`src/rtl/fifo_uart_pkg.sv`:
```
// Shared types and sizing helpers for the FIFO-fed UART transmitter.
package fifo_uart_pkg;

  localparam int unsigned BITS_PER_BYTE = 8;

  typedef enum logic [2:0] {
    ST_IDLE  = 3'd0,
    ST_POP   = 3'd1,
    ST_LOAD  = 3'd2,
    ST_START = 3'd3,
    ST_DATA  = 3'd4,
    ST_STOP  = 3'd5
  } state_e;

  // Number of UART bytes carried by one FIFO word.
  function automatic int unsigned calc_bytes(input int unsigned data_width);
    return data_width / BITS_PER_BYTE;
  endfunction

  // Bits needed to index n items (at least one bit).
  function automatic int unsigned calc_idx_w(input int unsigned n);
    return (n <= 1) ? 1 : $clog2(n);
  endfunction

endpackage

```
`src/rtl/uart_baud_cnt.sv`:
```
// Loadable down-counter; done_c flags the last cycle of a UART bit.
module uart_baud_cnt
  import fifo_uart_pkg::*;
#(
  parameter int unsigned CLKS_PER_BIT = 868
) (
  input  logic clk,
  input  logic rst_n,
  input  logic load,
  output logic done_c
);

  localparam int unsigned CW = calc_idx_w(CLKS_PER_BIT);

  if (CLKS_PER_BIT < 2) begin : g_bad_cpb
    $error("uart_baud_cnt: CLKS_PER_BIT must be >= 2");
  end

  logic [CW-1:0] cnt;

  // Reload at bit entry, then count down and hold at zero.
  always_ff @(posedge clk or negedge rst_n) begin
    if (!rst_n) begin
      cnt <= '0;
    end else if (load) begin
      cnt <= CW'(CLKS_PER_BIT - 1);
    end else if (cnt != '0) begin
      cnt <= cnt - CW'(1);
    end
  end

  assign done_c = (cnt == '0);

endmodule

```
`src/rtl/fifo_uart_tx.sv`:
```
// Pops FIFO words and sends each as DATA_WIDTH/8 UART 8N1 frames, LSB byte first.
module fifo_uart_tx
  import fifo_uart_pkg::*;
#(
  parameter int unsigned DATA_WIDTH   = 32,
  parameter int unsigned CLKS_PER_BIT = 868,
  parameter int unsigned CNT_WIDTH    = 16
) (
  input  logic                  clk,
  input  logic                  rst_n,
  input  logic                  enable,
  input  logic                  fifo_empty,
  input  logic [DATA_WIDTH-1:0] fifo_data,
  output logic                  fifo_cs,
  output logic                  fifo_rd_en,
  output logic                  tx,
  output logic                  busy,
  output logic [CNT_WIDTH-1:0]  words_sent
);

  localparam int unsigned BYTES  = calc_bytes(DATA_WIDTH);
  localparam int unsigned BYTE_W = calc_idx_w(BYTES);
  localparam int unsigned BIT_W  = 3;

  if ((DATA_WIDTH % 8) != 0 || DATA_WIDTH == 0) begin : g_bad_dw
    $error("fifo_uart_tx: DATA_WIDTH must be a non-zero multiple of 8");
  end

  if (CLKS_PER_BIT < 2) begin : g_bad_cpb
    $error("fifo_uart_tx: CLKS_PER_BIT must be >= 2");
  end

  state_e                state;
  logic [DATA_WIDTH-1:0] shift_reg;
  logic [BYTE_W-1:0]     byte_idx;
  logic [BIT_W-1:0]      bit_idx;
  logic [7:0]            cur_byte_c;
  logic                  bit_done_c;
  logic                  load_c;
  logic                  more_words_c;
  logic                  last_byte_c;

  uart_baud_cnt #(
    .CLKS_PER_BIT (CLKS_PER_BIT)
  ) u_baud (
    .clk    (clk),
    .rst_n  (rst_n),
    .load   (load_c),
    .done_c (bit_done_c)
  );

  // Byte of the captured word currently being serialised.
  always_comb begin
    cur_byte_c = '0;
    for (int unsigned b = 0; b < BYTES; b++) begin
      if (byte_idx == BYTE_W'(b)) begin
        cur_byte_c = shift_reg[8*b +: 8];
      end
    end
  end

  // Baud reload on every bit entry: first start bit out of LOAD, then each bit boundary.
  always_comb begin
    load_c = 1'b0;
    if (state == ST_LOAD) begin
      load_c = 1'b1;
    end else if ((state == ST_START || state == ST_DATA || state == ST_STOP) && bit_done_c) begin
      load_c = 1'b1;
    end
  end

  assign more_words_c = enable && !fifo_empty;
  assign last_byte_c  = (byte_idx == BYTE_W'(BYTES - 1));

  // Main sequencer; every output is set on the transition into the state that owns it.
  always_ff @(posedge clk or negedge rst_n) begin
    if (!rst_n) begin
      state      <= ST_IDLE;
      tx         <= 1'b1;
      fifo_cs    <= 1'b0;
      fifo_rd_en <= 1'b0;
      busy       <= 1'b0;
      words_sent <= '0;
      byte_idx   <= '0;
      bit_idx    <= '0;
      shift_reg  <= '0;
    end else begin
      case (state)
        ST_IDLE: begin
          if (more_words_c) begin
            state      <= ST_POP;
            fifo_cs    <= 1'b1;
            fifo_rd_en <= 1'b1;
            busy       <= 1'b1;
          end
        end
        ST_POP: begin
          state      <= ST_LOAD;
          fifo_cs    <= 1'b0;
          fifo_rd_en <= 1'b0;
        end
        ST_LOAD: begin
          shift_reg <= fifo_data;
          byte_idx  <= '0;
          bit_idx   <= '0;
          tx        <= 1'b0;
          state     <= ST_START;
        end
        ST_START: begin
          if (bit_done_c) begin
            state   <= ST_DATA;
            bit_idx <= '0;
            tx      <= cur_byte_c[0];
          end
        end
        ST_DATA: begin
          if (bit_done_c) begin
            if (bit_idx == BIT_W'(7)) begin
              state <= ST_STOP;
              tx    <= 1'b1;
            end else begin
              bit_idx <= bit_idx + BIT_W'(1);
              tx      <= cur_byte_c[bit_idx + BIT_W'(1)];
            end
          end
        end
        ST_STOP: begin
          if (bit_done_c) begin
            if (!last_byte_c) begin
              byte_idx <= byte_idx + BYTE_W'(1);
              state    <= ST_START;
              tx       <= 1'b0;
            end else begin
              words_sent <= words_sent + CNT_WIDTH'(1);
              if (more_words_c) begin
                state      <= ST_POP;
                fifo_cs    <= 1'b1;
                fifo_rd_en <= 1'b1;
              end else begin
                state <= ST_IDLE;
                busy  <= 1'b0;
              end
            end
          end
        end
        default: begin
          state      <= ST_IDLE;
          tx         <= 1'b1;
          fifo_cs    <= 1'b0;
          fifo_rd_en <= 1'b0;
          busy       <= 1'b0;
        end
      endcase
    end
  end

endmodule
```
`config.mk`:
```
export PLATFORM = sky130hd
export DESIGN_NAME = fifo_uart_tx
export DESIGN_NICKNAME = d
export VERILOG_FILES = /design/src/rtl/fifo_uart_pkg.sv /design/src/rtl/uart_baud_cnt.sv /design/src/rtl/fifo_uart_tx.sv
export SDC_FILE = /design/constraint.sdc
export NUM_CORES = 1
export LEC_CHECK = 0
export BUFFER_PORTS_ARGS = -buffer_cell sky130_fd_sc_hd__buf_2
export CORE_UTILIZATION = 28
export CTS_CLUSTER_SIZE = 24
export DETAILED_ROUTE_END_ITERATION = 8
export GPL_TIMING_DRIVEN = 0
export PLACE_DENSITY = 0.44
export SETUP_SLACK_MARGIN = 0.5
export SLEW_MARGIN = 20
export SYNTH_ARGS = -nofsm -noshare
export SYNTH_HDL_FRONTEND = slang
export SYNTH_SLANG_ARGS = --single-unit
```
`constraint.sdc`:
```
create_clock -name clk -period 5.05 [get_ports clk]
set_input_delay 1.01 -clock clk [delete_from_list [all_inputs] [get_ports clk]]
set_output_delay 1.01 -clock clk [all_outputs]
set_load 0.005 [all_outputs]
```
==> flow_summary.toml <==
[sta]
fin_skew_ns = 0.00588
tns_ns = 0
rsz0062_at_grt = "false"
max_freq_mhz = 382
relSlewSlack_pct = 50.4
final_max_slew_viol_count = 0
fin_hold_ws_ns = 0.464
fin_crit_sh_pct = 51.9
tightest_slew_ns = 0.725
worst_slack_ns = 2.43
setup_viol = 0
hold_viol_final = 0
min_period_ns = 2.62

[cells_and_area]
num_antenna_cells = 0
layout_commonest_cell = "dfrtp_1"
nets = 423
largest_reg_flops = 32
final_cell_mix = "dfrtp_1 (69), buf_2 (56), mux2_2 (35), nand2_1 (19), o21ai_0 (14)"
nFillCells = 1229
syn2layout_area_growth_pct = 24.5
drive_gt1_share_pct = 30.3

[clocking]
cts_num_sinks = 70
h-tree-depth = 3
post_cts_resized = 0
clk_latency_ns = 0.33
cts_buffers = 9
ctsHoldBuffers = 0
cts_tree = "built"
cts_buffer_depth = 2
clk_pin_slew_ns = 0.06
post-cts-setup-buffers = 0
root_buffer = "clkbuf_16"

[routing]
ant_nets = 0
drc = 0
dr.first_iter.drc_count = 87
totalWireLength_um = 8300
vias_per_cell = 4.79
wl_per_cell_um = 15.1
dr.pass1.iters = 4
vias = 2638

[floorplanning]
die_area_sq_um = 13100
num_rows = 40
die_y_um = 114
ios = 56
die_x_um = 114
start_util_pct = 29.1
core-area_sq_um = 12200

[pwr]
peakVddDrop_v = 0.000229
clkPwrFrac_pct = 34.6
seqPwrFrac_pct = 40.5
power.total_mw = 2.18
p_leak_nw = 1.94
pwr_density_cell_nw_per_um2 = 495
combPwrFrac_pct = 24.9
p_sw_share_pct = 28.8
p_sw_mw = 0.628
internal_power_mw = 1.55

[setup_path]
crit_slowest_cell = "nor3b_2"
crit_buf_inv = 1
cp_slowest_stage_delay_ns = 0.46
arrival_ns = 2.84
cp_max_fo = 9
critPathRequiredTime_ns = 5.27
worstSetupEndpointType = "register"
critPathLaunchType = "register"
cp_cell_sequence = "inv_1 > ha_1 > nor3b_2 > nand3_2 > a21oi_1 > nand2b_1 > mux2_2"
worst_path_dominant_cell_family = "simple AND/OR/NAND/NOR gates"
crit_type = "register to register"

[logic_synthesis]
syn_area_per_cell_sq_um = 11.4
ys_async_sr_fraction_pct = 100
netlist_area_sq_um = 3540
synth_edf_count = 0
synthesis.nets = 356
yosys_warnings = 0
synthFlopType = "dfrtp_1"
yosysSeqAreaShare_pct = 49.6
yosysUniqueCellTypes = 52
ys_seq_elements = 70
syn_inst = 311

[grt]
track_usage_pct = 14.0
antenna_found_initial = 0
grt_max_degree = 41
overflow = 0
first_global_vias = 2790
grt_pass1_wl_um = 14300

[place]
place_hpwl_um = 5910
place.gp.congestion = 0.732
port_buffers = 55
dp_slack_ns = 2.43

[run]
maxCapViolCount = 0

[status]
outcome = "complete, no violations"

[hold_path]
hp-class = "register to register"
## through the flow
stage / cells / util (%) / cell area, sq um
2_1_floorplan: 311 / - / 3540
3_3_place_gp: 534 / 33.1 / 4020
3_5_place_dp: 535 / 33.3 / 4050
4_1_cts: 551 / 36.2 / 4400
5_1_grt: 551 / 36.2 / 4400
6_report: 551 / 36.2 / 4400
## Yosys cell counts (all sizes together) (4+ instances only)
| cell | instances | share of area, % |
|---|---|---|
| nor2 | 8 | 0.85 |
| a221oi | 7 | 1.7 |
| nand2 | 19 | 2.0 |
| mux2i | 5 | 1.4 |
| ha | 9 | 3.2 |
| nand3 | 14 | 2.1 |
| nand2b | 6 | 1.1 |
| nand4 | 6 | 1.5 |
| xor2 | 9 | 2.2 |
| clkbuf | 8 | 0.85 |
| nor2b | 9 | 1.6 |
| a21oi | 7 | 0.99 |
| o31ai | 4 | 0.85 |
| inv | 11 | 1.2 |
| nor3 | 9 | 1.4 |
| o21ai | 14 | 2.0 |
| xnor2 | 12 | 3.0 |
| dfrtp | 69 | 49 |
| nand3b | 5 | 1.1 |
| mux2 | 35 | 11 |
## cells by family (layout without fill, tap and decap cells)
logic type | Yosys count | count (layout) | synth area share (%)
flip-flops | 70 | 70 | 49.6
XOR/XNOR | 21 | 21 | 5.20
AND/OR/NAND/NOR | 93 | 93 | 16.0
AO/OA/AOI/OAI | 56 | 56 | 11.1
buffers and inverters | 22 | 94 | 2.41
multiplexers | 40 | 40 | 12.6
adder cells (fa/ha/maj) | 9 | 9 | 3.18
## per-layer routing
layer | global-route usage [%] | share of wire (%) | vias to the layer above
li1 | - | - | 1278
met1 | 18.1 | 47 | 1287
met2 | 22.9 | 48 | 63
met3 | 3.81 | 4.3 | 10
met4 | 4.33 | 1.0 | 0
met5 | 0 | 0 | -
## cell type report
class	instances	area [sq um]	share of cell area, %
clock inverter	5	105	2.39
clock buffer	11	253	5.74
multi-input combinational	219	1700	38.6
tap	168	210	4.77
buffer	11	43.8	0.995
inverter	11	41.3	0.938
timing repair buffer	56	298	6.76
sequential	70	1750	39.8
## final timing paths
path	from	to	slack, ns	cells past startpoint
setup / recovery	u_baud.cnt[0]	bit_idx[1]	2.43	7
hold / removal	words_sent[15]	words_sent[15]	0.46	1
setup reg to reg	u_baud.cnt[0]	bit_idx[1]	2.43	7
hold reg to reg	words_sent[15]	words_sent[15]	0.46	1
max in group asynchronous	rst_n	tx	3.83	2
min in group asynchronous	rst_n	u_baud.cnt[5]	0.61	1
## power groups by stage
stage / Clock [mW] / Combinational (mW) / Sequential, mW
finish: 0.755 / 0.544 / 0.882
global route: 0.797 / 0.614 / 0.911
CTS: 0.773 / 0.554 / 0.887
detailed placement: 0 / 0.550 / 0.896
global placement: 0 / 0.538 / 0.890
floorplan: 0 / 0.425 / 0.851
## worst register-to-register path: stages, from the launching register on
cell and delay, ns:
dfrtp_1 0.42, inv_1 0.13, ha_1 0.15, nor3b_2 0.46, nand3_2 0.34, a21oi_1 0.42, nand2b_1 0.23, mux2_2 0.35
(Power assumes the default switching activity.)
